--- src/rtl/perf_result_buffer_pkg.sv ---
// Shared constants and helpers for the perf result buffer.
// The FIFO that stores samples and the capture logic above it both import this package.
package perf_result_buffer_pkg;

  localparam int CNT_W     = 32;
  localparam int DEF_DEPTH = 8;
  localparam int DEF_TAG_W = 8;
  localparam int DROP_W    = 8;

  // Add one to a drop count, but stop at the all-ones value instead of wrapping.
  function automatic logic [DROP_W-1:0] sat_inc(input logic [DROP_W-1:0] x);
    return (x == {DROP_W{1'b1}}) ? x : x + DROP_W'(1);
  endfunction

endpackage

--- src/rtl/perf_result_buffer_if.sv ---
// Read-side valid/ready port of the perf result buffer.
// Each beat carries a captured count and its sequence tag.
interface perf_result_buffer_if #(
  parameter int TAG_W = 8
);
  logic             rd_valid;
  logic             rd_ready;
  logic [31:0]      rd_data;
  logic [TAG_W-1:0] rd_tag;

  modport master (output rd_valid, output rd_data, output rd_tag, input rd_ready);
  modport slave  (input rd_valid, input rd_data, input rd_tag, output rd_ready);
endinterface

--- src/rtl/perf_result_buffer_fifo.sv ---
// Synchronous FIFO holding {count, tag} samples.
// The head entry is kept in a register, so the read data is a flop output and is zero after reset.
module perf_sample_fifo
  import perf_result_buffer_pkg::*;
#(
  parameter  int DEPTH = DEF_DEPTH,
  parameter  int W     = CNT_W + DEF_TAG_W,
  localparam int AW    = $clog2(DEPTH),
  localparam int LW    = AW + 1
) (
  input  logic          clk,
  input  logic          rst,
  input  logic          clr,
  input  logic          push,
  input  logic [W-1:0]  push_data,
  input  logic          pop,
  output logic [W-1:0]  head_data,
  output logic [LW-1:0] level,
  output logic          full,
  output logic          empty
);

  logic [W-1:0]  mem [DEPTH];
  logic [AW-1:0] wr_ptr_q, wr_ptr_d;
  logic [AW-1:0] rd_ptr_q, rd_ptr_d;
  logic [LW-1:0] level_q, level_d;
  logic [W-1:0]  head_q, head_d;
  logic          do_push, do_pop;

  assign full    = (level_q == LW'(DEPTH));
  assign empty   = (level_q == '0);
  assign do_pop  = pop & ~empty;
  // When the FIFO is full, a write is accepted only if a read frees a slot in the same cycle.
  assign do_push = push & (~full | do_pop);

  always_comb begin
    wr_ptr_d = wr_ptr_q;
    rd_ptr_d = rd_ptr_q;
    level_d  = level_q;
    head_d   = head_q;
    if (clr) begin
      wr_ptr_d = '0;
      rd_ptr_d = '0;
      level_d  = '0;
      head_d   = '0;
    end else begin
      if (do_push) wr_ptr_d = wr_ptr_q + AW'(1);
      if (do_pop)  rd_ptr_d = rd_ptr_q + AW'(1);
      level_d = level_q + LW'(do_push) - LW'(do_pop);
      // The next head is the entry after the one being read, or the entry being written if the FIFO drains.
      if (do_pop && (level_q > LW'(1)))
        head_d = mem[rd_ptr_q + AW'(1)];
      else if (do_push && (empty || do_pop))
        head_d = push_data;
    end
  end

  always_ff @(posedge clk or posedge rst) begin
    if (rst) begin
      wr_ptr_q <= '0;
      rd_ptr_q <= '0;
      level_q  <= '0;
      head_q   <= '0;
    end else begin
      wr_ptr_q <= wr_ptr_d;
      rd_ptr_q <= rd_ptr_d;
      level_q  <= level_d;
      head_q   <= head_d;
    end
  end

  always_ff @(posedge clk) begin
    if (do_push && !clr)
      mem[wr_ptr_q] <= push_data;
  end

  assign head_data = head_q;
  assign level     = level_q;

endmodule

--- src/rtl/perf_result_buffer.sv ---
// Captures the final perf counter value on each stop and tags it with a running sequence number.
// Also tracks dropped samples and the largest value captured.
module perf_result_buffer
  import perf_result_buffer_pkg::*;
#(
  parameter  int DEPTH = DEF_DEPTH,
  parameter  int TAG_W = DEF_TAG_W,
  localparam int LW    = $clog2(DEPTH) + 1
) (
  input  logic                  clk,
  input  logic                  rst,
  input  logic                  start,
  input  logic                  stop,
  input  logic [CNT_W-1:0]      value,
  input  logic                  clear,
  perf_result_buffer_if.master  rd,
  output logic [LW-1:0]         level,
  output logic                  overflow,
  output logic [DROP_W-1:0]     drop_cnt,
  output logic [CNT_W-1:0]      max_val
);

  localparam int EW = CNT_W + TAG_W;

  logic              armed_q, armed_d;
  logic [TAG_W-1:0]  tag_q, tag_d;
  logic              overflow_q, overflow_d;
  logic [DROP_W-1:0] drop_cnt_q, drop_cnt_d;
  logic [CNT_W-1:0]  max_val_q, max_val_d;

  logic          capture, take, drop, rd_pop;
  logic          fifo_full, fifo_empty;
  logic [EW-1:0] head_data;

  // The armed bit follows the upstream counter, so a stop only produces a sample while a measurement is running.
  assign capture = stop & armed_q;
  assign take    = capture & ~clear;
  assign rd_pop  = rd.rd_valid & rd.rd_ready;
  assign drop    = take & fifo_full & ~rd_pop;

  always_comb begin
    armed_d = armed_q;
    if (start && !armed_q)
      armed_d = 1'b1;
    else if (stop && armed_q)
      armed_d = 1'b0;
  end

  always_comb begin
    tag_d      = tag_q;
    overflow_d = overflow_q;
    drop_cnt_d = drop_cnt_q;
    max_val_d  = max_val_q;
    if (clear) begin
      tag_d      = '0;
      overflow_d = 1'b0;
      drop_cnt_d = '0;
      max_val_d  = '0;
    end else if (capture) begin
      tag_d = tag_q + TAG_W'(1);
      if (value > max_val_q) max_val_d = value;
      if (drop) begin
        overflow_d = 1'b1;
        drop_cnt_d = sat_inc(drop_cnt_q);
      end
    end
  end

  always_ff @(posedge clk or posedge rst) begin
    if (rst) begin
      armed_q    <= 1'b0;
      tag_q      <= '0;
      overflow_q <= 1'b0;
      drop_cnt_q <= '0;
      max_val_q  <= '0;
    end else begin
      armed_q    <= armed_d;
      tag_q      <= tag_d;
      overflow_q <= overflow_d;
      drop_cnt_q <= drop_cnt_d;
      max_val_q  <= max_val_d;
    end
  end

  perf_sample_fifo #(
    .DEPTH (DEPTH),
    .W     (EW)
  ) u_fifo (
    .clk       (clk),
    .rst       (rst),
    .clr       (clear),
    .push      (take),
    .push_data ({value, tag_q}),
    .pop       (rd_pop),
    .head_data (head_data),
    .level     (level),
    .full      (fifo_full),
    .empty     (fifo_empty)
  );

  assign rd.rd_valid = ~fifo_empty;
  assign rd.rd_data  = head_data[EW-1 -: CNT_W];
  assign rd.rd_tag   = head_data[TAG_W-1:0];
  assign overflow    = overflow_q;
  assign drop_cnt    = drop_cnt_q;
  assign max_val     = max_val_q;

endmodule
--- src/flat_wrapper.sv ---
// flat-port wrapper written by rule: the top's interface ports become plain ports
module perf_result_buffer_flat import perf_result_buffer_pkg::*;
#(
  parameter  int DEPTH = DEF_DEPTH,
  parameter  int TAG_W = DEF_TAG_W,
  localparam int LW    = $clog2(DEPTH) + 1
)
  (clk, rst, start, stop, value, clear, level, overflow, drop_cnt, max_val, rd_rd_valid, rd_rd_data, rd_rd_tag, rd_rd_ready);
  perf_result_buffer_if #(.TAG_W(TAG_W)) rd_i ();
  input  logic clk;
  input  logic rst;
  input  logic start;
  input  logic stop;
  input  logic [CNT_W-1:0] value;
  input  logic clear;
  output logic [LW-1:0] level;
  output logic overflow;
  output logic [DROP_W-1:0] drop_cnt;
  output logic [CNT_W-1:0] max_val;
  output wire logic [$bits(rd_i.rd_valid)-1:0] rd_rd_valid;
  output wire logic [$bits(rd_i.rd_data)-1:0] rd_rd_data;
  output wire logic [$bits(rd_i.rd_tag)-1:0] rd_rd_tag;
  input wire logic [$bits(rd_i.rd_ready)-1:0] rd_rd_ready;
  assign rd_rd_valid = rd_i.rd_valid;
  assign rd_rd_data = rd_i.rd_data;
  assign rd_rd_tag = rd_i.rd_tag;
  assign rd_i.rd_ready = rd_rd_ready;
  perf_result_buffer #(.DEPTH(DEPTH), .TAG_W(TAG_W)) u_core (.clk(clk), .rst(rst), .start(start), .stop(stop), .value(value), .clear(clear), .rd(rd_i), .level(level), .overflow(overflow), .drop_cnt(drop_cnt), .max_val(max_val));
endmodule
--- config.mk ---
export PLATFORM = sky130hd
export DESIGN_NAME = perf_result_buffer_flat
export DESIGN_NICKNAME = d
export VERILOG_FILES = /design/src/rtl/perf_result_buffer_pkg.sv /design/src/rtl/perf_result_buffer_if.sv /design/src/rtl/perf_result_buffer_fifo.sv /design/src/rtl/perf_result_buffer.sv /design/src/flat_wrapper.sv
export SDC_FILE = /design/constraint.sdc
export NUM_CORES = 1
export LEC_CHECK = 0
export CORE_ASPECT_RATIO = 1.4
export CORE_MARGIN = 5
export CORE_UTILIZATION = 59
export CTS_CLUSTER_DIAMETER = 150
export CTS_CLUSTER_SIZE = 28
export DETAILED_ROUTE_END_ITERATION = 12
export PLACE_DENSITY_LB_ADDON = 0.08
export SETUP_SLACK_MARGIN = 0.3
export SLEW_MARGIN = 20
export SYNTH_ARGS = -nofsm -noshare
export SYNTH_HDL_FRONTEND = slang
export SYNTH_HIERARCHICAL = 1
export SYNTH_SLANG_ARGS = --single-unit
--- constraint.sdc ---
create_clock -name clk -period 5.7 [get_ports clk]
set_input_delay 0.855 -clock clk [delete_from_list [all_inputs] [get_ports clk]]
set_output_delay 0.855 -clock clk [all_outputs]
set_load 0.005 [all_outputs]
# Yosys cells after proc, flatten, opt, wreduce, memory -nomap -nowiden
# Memory sizes are Yosys's and may differ from the RTL's.
# Index checks and enable logic that the tools add are counted.
[word_totals]
register_bits = 100
latch_bits = 0
mem_bits_rw = 320
rom_bits = 0
input_bits = 38
out_inout_bits = 86
word_cells = 76
n_memories = 1
[op_classes]
add_sub_neg = 6
mul = 0
div = 0
order_cmp = 2
eq_ne = 3
shifts = 0
n_mux = 24
n_bitwise = 12
n_reduce_logical = 19
[memory_table]
columns = ["memory", "words", "width", "rd", "rd_clocked_by_memory_dff", "write_ports", "line", "text"]
rows = [
  ["u_core.u_fifo.mem", 8, 40, 1, 0, 1, "perf_result_buffer_fifo.sv:23", "logic [W-1:0] mem [DEPTH];"],
]
[op_table]
columns = ["operator", "count"]
rows = [
  ["two-way mux 40 bit", 3],
  ["two-way mux 32 bit", 3],
  ["two-way mux 8 bit", 6],
  ["greater-than comparator 32 bit", 1],
  ["adder 8 x 1 -> 8 bit, second input constant", 2],
  ["two-way mux 3 bit", 4],
  ["nonzero test 2 bit", 6],
  ["== test 8 bit, second input constant", 1],
  ["bitwise AND 1 bit", 7],
  ["two-way mux 1 bit", 7],
  ["adder 3 x 1 -> 3 bit, second input constant", 2],
  ["logical AND 1 bit", 5],
  ["adder 4 x 1 -> 4 bit", 1],
  ["== test 4 bit, second input constant", 1],
  ["greater-than comparator 4 x 1 -> 1 bit, second input constant", 1],
  ["logical NOT 4 bit", 1],
  ["two-way mux 4 bit", 1],
  ["inverter 1 bit", 4],
  ["AND reduction 2 bit", 2],
  ["subtractor 4 x 1 -> 4 bit", 1],
  ["AND reduction 3 bit", 1],
  ["nonzero test 3 bit", 1],
  ["logical NOT 1 bit", 2],
  ["inequality test 2 bit, second input constant", 1],
  ["2 further kinds", 2],
]

# Depth between registers and ports, before layout
[logic_depth]
ltp_word = 10
depth_mapped = 13
mapped_depth_nobuf = 13

# By module
# The synthesis kept the hierarchy.
[by_module_without_submodules]
columns = ["module", "instances", "cells_per_inst", "area_each_um2", "seq_area_each_um2"]
rows = [
  ["perf_sample_fifo", 1, 814, 14670.3, 10860.4],
  ["perf_result_buffer", 1, 343, 3303.2, 1251.2],
]

# Worst setup path after synthesis
# Ideal clock, no wire load.
[synth_path]
path_kind = "input to register"
from = "input clear"
to = "memory u_core/u_fifo/mem[1][0] (netlist bit) (enable)"
setup_ps = 487
arrival_time_ps = 4899
required_time_ps = 5213
slack_ps = 314
cell_stages = 6
n_path_buf = 2
cell_sequence = "clkbuf_1 clkbuf_1 nor2_1 o21ai_2 or3b_2 nor3_1"
[synth_via]
elab_chain_cells = 6
word_cells_on_any_way = 7
cone_classes = "mux (2); bitwise (3); reduce/logical (2)"
[synth_lines]
columns = ["item", "line", "text"]
rows = [
  ["start, declared", "flat_wrapper.sv:15", "input logic clear;"],
  ["inverter 1 bit", "perf_result_buffer.sv:37", "assign take = capture & ~clear;"],
  ["bitwise AND 1 bit", "perf_result_buffer.sv:37", ""],
  ["net u_core.take", "perf_result_buffer.sv:31", "logic capture, take, drop, rd_pop;"],
  ["bitwise AND 1 bit", "perf_result_buffer_fifo.sv:34", "assign do_push = push & (~full | do_pop);"],
  ["logical AND 1 bit", "perf_result_buffer_fifo.sv:73", "if (do_push && !clr)"],
  ["two-way mux 1 bit", "perf_result_buffer_fifo.sv:73", ""],
  ["two-way mux 1 bit (implied by the code)", "perf_result_buffer_fifo.sv:74", "mem[wr_ptr_q] <= push_data;"],
  ["end, declared", "perf_result_buffer_fifo.sv:23", ""],
]
# The timed path passes the listed nets, and every way through them passes these cells.

# Final worst setup path
[layout_path]
from = "input value[15]"
to = "register u_core.max_val_q[15] (netlist: u_core/max_val[15])"
[layout_via]
elab_chain_cells = 3
word_cells_on_any_way = 6
cone_classes = "order compare (1); mux (3); reduce/logical (2)"
[layout_lines]
columns = ["item", "line", "text"]
rows = [
  ["start, declared", "flat_wrapper.sv:14", "input logic [CNT_W-1:0] value;"],
  ["greater-than comparator 32 bit / two-way mux 32 bit (equally long branches)", "perf_result_buffer.sv:61", "if (value > max_val_q) max_val_d = value;"],
  ["nonzero test 2 bit (no source line) / two-way mux 32 bit (equally long branches)", "-", ""],
  ["AND reduction 2 bit (no source line) / two-way mux 32 bit (equally long branches)", "-", ""],
  ["end signal, assigned", "perf_result_buffer.sv:81", "max_val_q <= max_val_d;"],
  ["end, declared", "perf_result_buffer.sv:29", "logic [CNT_W-1:0] max_val_q, max_val_d;"],
]
# Parallel ways exist; a longest one is shown, timed or not. The select of a mux whose other input is x is not followed.
# A chain may end at the register's enable or synchronous reset.

==> reports/summary.txt <==
Status: complete, no violations
DR iter-0 viols: 836
Post-synth top flop: edfxtp_1
Post-route ant nets: 0
Avg Cell Area, Syn: 15.5 um^2
Drt via density: 6.32
Yosys top cell area share: 0.535
Vias in the first global route: 10580
Post-Syn Nets: 1237
Port bufs: 123
Num Clock Sinks: 420
Register bit total from synthesis: 420
CTS root buf: clkbuf_16
WS Path Type: input pin to register
GRT Residual Overflow: 0
Area Growth Syn to Fin: 12.0%
Critical Path End: u_core/max_val[15]
Sequential share of the synthesized area: 0.674
Critical path arrival: 4.52 ns
CTS Hold Bufs: 0
FILL cells: 2128
Relative slew slack: 0.394
Synth cell types: 52
Vias: 10438
Gr usage total: 0.236
Final Hold Vio Count: 0
Final GP Congestion: 0.783
Area of the core: 0.0300 mm^2
Worst Setup End Kind: register
CTS tree: built
Placed Cells: 1621
Reg2reg start: u_core/u_fifo/level[2]
Initial Util: 0.599
Drc violations: 0
First-pass GRT wire length: 61.8 mm
Die area: 0.0341 mm^2
Die Ht: 217 um
Final Hold Slack: 0.541 ns
Post-route insts no fill: 1652
Part of the cycle the worst path needs: 0.715
Post-CTS Setup Bufs: 0
Synth Cell Area: 0.0180 mm^2
CTS resizes: 0
Final HPWL DP: 23.6 mm
Max clock buf depth: 3
Worst-case clock skew: 0.0141 ns
Yosys warning count: 6
Synth area leader: edfxtp_1
Footprint of the multi-input gates: 0.00538 mm^2
Clock transition at path regs: 0.10 ns
Lkg Pwr: 7.03 nW
Final core occ: 0.670
Crit path launch: value[15]
Num CTS Buffers: 18
Unrepaired setup endpoints after global routing: false
CP Launch Type: input pin
Setup tns final: 0 ns
Peak VDD IR: 0.237 mV
Ys async rst share: 0.238
Max Fclk: 245 MHz
Initial antenna violation count: 0
Max Cap Violations: 0
Pin count of the biggest net entering global routing: 97
CP required: 6.14 ns
Number of synthesized flops with an enable pin: 320
Max-slew violations: 0
Number of H-tree levels: 1
Count leader, synth: edfxtp_1
Actual slew at the worst max-slew pin: 0.909 ns
1st-pass router iterations: 5
R2R setup slack: 2.05 ns
WL final: 39.7 mm
R2R cell count: 10
Hold Path Class: register to register
Total power: 6.88 mW
Core Rows: 75
WL per Instance: 24.0 um
Power density over the cells: 342 mW/mm^2
Synth top area cells: edfxtp_1, dfrtp_1, mux2i_1
Fin crit period: 4.08 ns
# IOs: 124
Reg area: 0.0121 mm^2
Share of layout cells above drive strength 1: 0.0781
Worst r2r dst: u_core/u_fifo/mem[6][27]
Synth top cells by count: edfxtp_1, mux2i_1, dfrtp_1, nand3_1, nand2b_1
Clk_lat worst skew: 0.53 ns
Setup Viol. Count Final: 0
Synthesized instance count: 1157
Critical Path Fanout Max: 17
Nets: 1336
Die width: 158 um
Diodes inserted: 0
==> state kept, by name, indices dropped and copies added, names as in the netlist <==
name	count
u_core/armed_q	1
u_core/drop_cnt	8
u_core/max_val	32
u_core/overflow	1
u_core/tag_q	8
u_core/u_fifo/head_data	40
u_core/u_fifo/level	4
u_core/u_fifo/mem	320
u_core/u_fifo/rd_ptr_q	3
u_core/u_fifo/wr_ptr_q	3
==> cells in the final DEF (no fill, tap or decap), types with 2 or more instances in the layout <==
cell type        count
a32oi_1             40
nor2b_1              4
or3b_2               2
a21o_1               3
nand2b_1            69
mux4_1              11
buf_4               23
nand4_1             12
nor4_1               2
or3_1                4
mux4_2              29
mux2i_1            116
dfrtp_1             99
ha_1                40
xor2_1              10
o21ai_0              5
clkdlybuf4s50_1    122
o21ai_1              3
nor3_2               2
a21oi_1             18
buf_12               3
nor3_1               4
a31oi_4              2
clkbuf_16           19
nand3_1             87
inv_1               44
nand2_1             53
clkbuf_1            12
and2_1               2
inv_2                2
edfxtp_1           320
nor2_1              26
xnor2_1              7
nor2_4               6
o2111ai_1           41
==> power breakdown <==
group,total [mW],switching [mW],internal [mW]
clock network,1.51,0.874,0.634
registers,3.59,0.165,3.43
logic,1.78,0.924,0.858
total,6.88,1.96,4.92
==> area by class of cell <==
type	count	share of cell area
well taps	385	0.0239
inverters	46	0.00858
multi-input cells	621	0.267
flip-flops and latches	420	0.602
clock buffers	31	0.0259
repair buffers	149	0.0725
==> kinds of logic after synthesis <==
group | Yosys count | share of synthesized area
xor+xnor | 19 | 0.0103
compound gates | 124 | 0.0560
buf+inv | 116 | 0.0327
mux | 156 | 0.117
flops | 420 | 0.674
simple gates | 280 | 0.0804
fa+ha+maj | 42 | 0.0297
==> stage by stage <==
step / cell area (um^2) / worst slack, ns
floorplan: 18000 / 0.314
global placement: 19600 / 1.22
detailed placement: 19600 / 1.09
CTS: 20100 / 1.67
global route: 20100 / 1.44
finish: 20100 / 1.62
==> layer usage <==
layer,up-vias,share of wire,track usage
met3,39,0.058,0.0247
met5,-,0,0
li1,4634,-,-
met2,341,0.52,0.410
met1,5424,0.41,0.329
met4,0,0.017,0.0468
==> worst max-delay path, stage by stage <==
cell and delay (ns):
clkdlybuf4s50_1 0.60, ha_1 0.43, nand4_1 0.22, nor4_1 0.75, a21oi_1 0.15, a21boi_1 0.18
a31oi_4 0.73, buf_4 0.37, mux2i_1 0.23
==> worst min path at each step <==
stage               slack [ns]                     endpoint  cells after the start                   startpoint
floorplan                 0.48               u_core/armed_q                      2               u_core/armed_q
global placement          0.49              u_core/overflow                      2              u_core/overflow
detailed placement        0.52  u_core/u_fifo/head_data[22]                      2  u_core/u_fifo/head_data[22]
CTS                       0.54  u_core/u_fifo/head_data[22]                      2  u_core/u_fifo/head_data[22]
global route              0.57   u_core/u_fifo/head_data[9]                      2   u_core/u_fifo/head_data[9]
finish                    0.54  u_core/u_fifo/head_data[22]                      2  u_core/u_fifo/head_data[22]
Power figures use the tool's default switching activity.
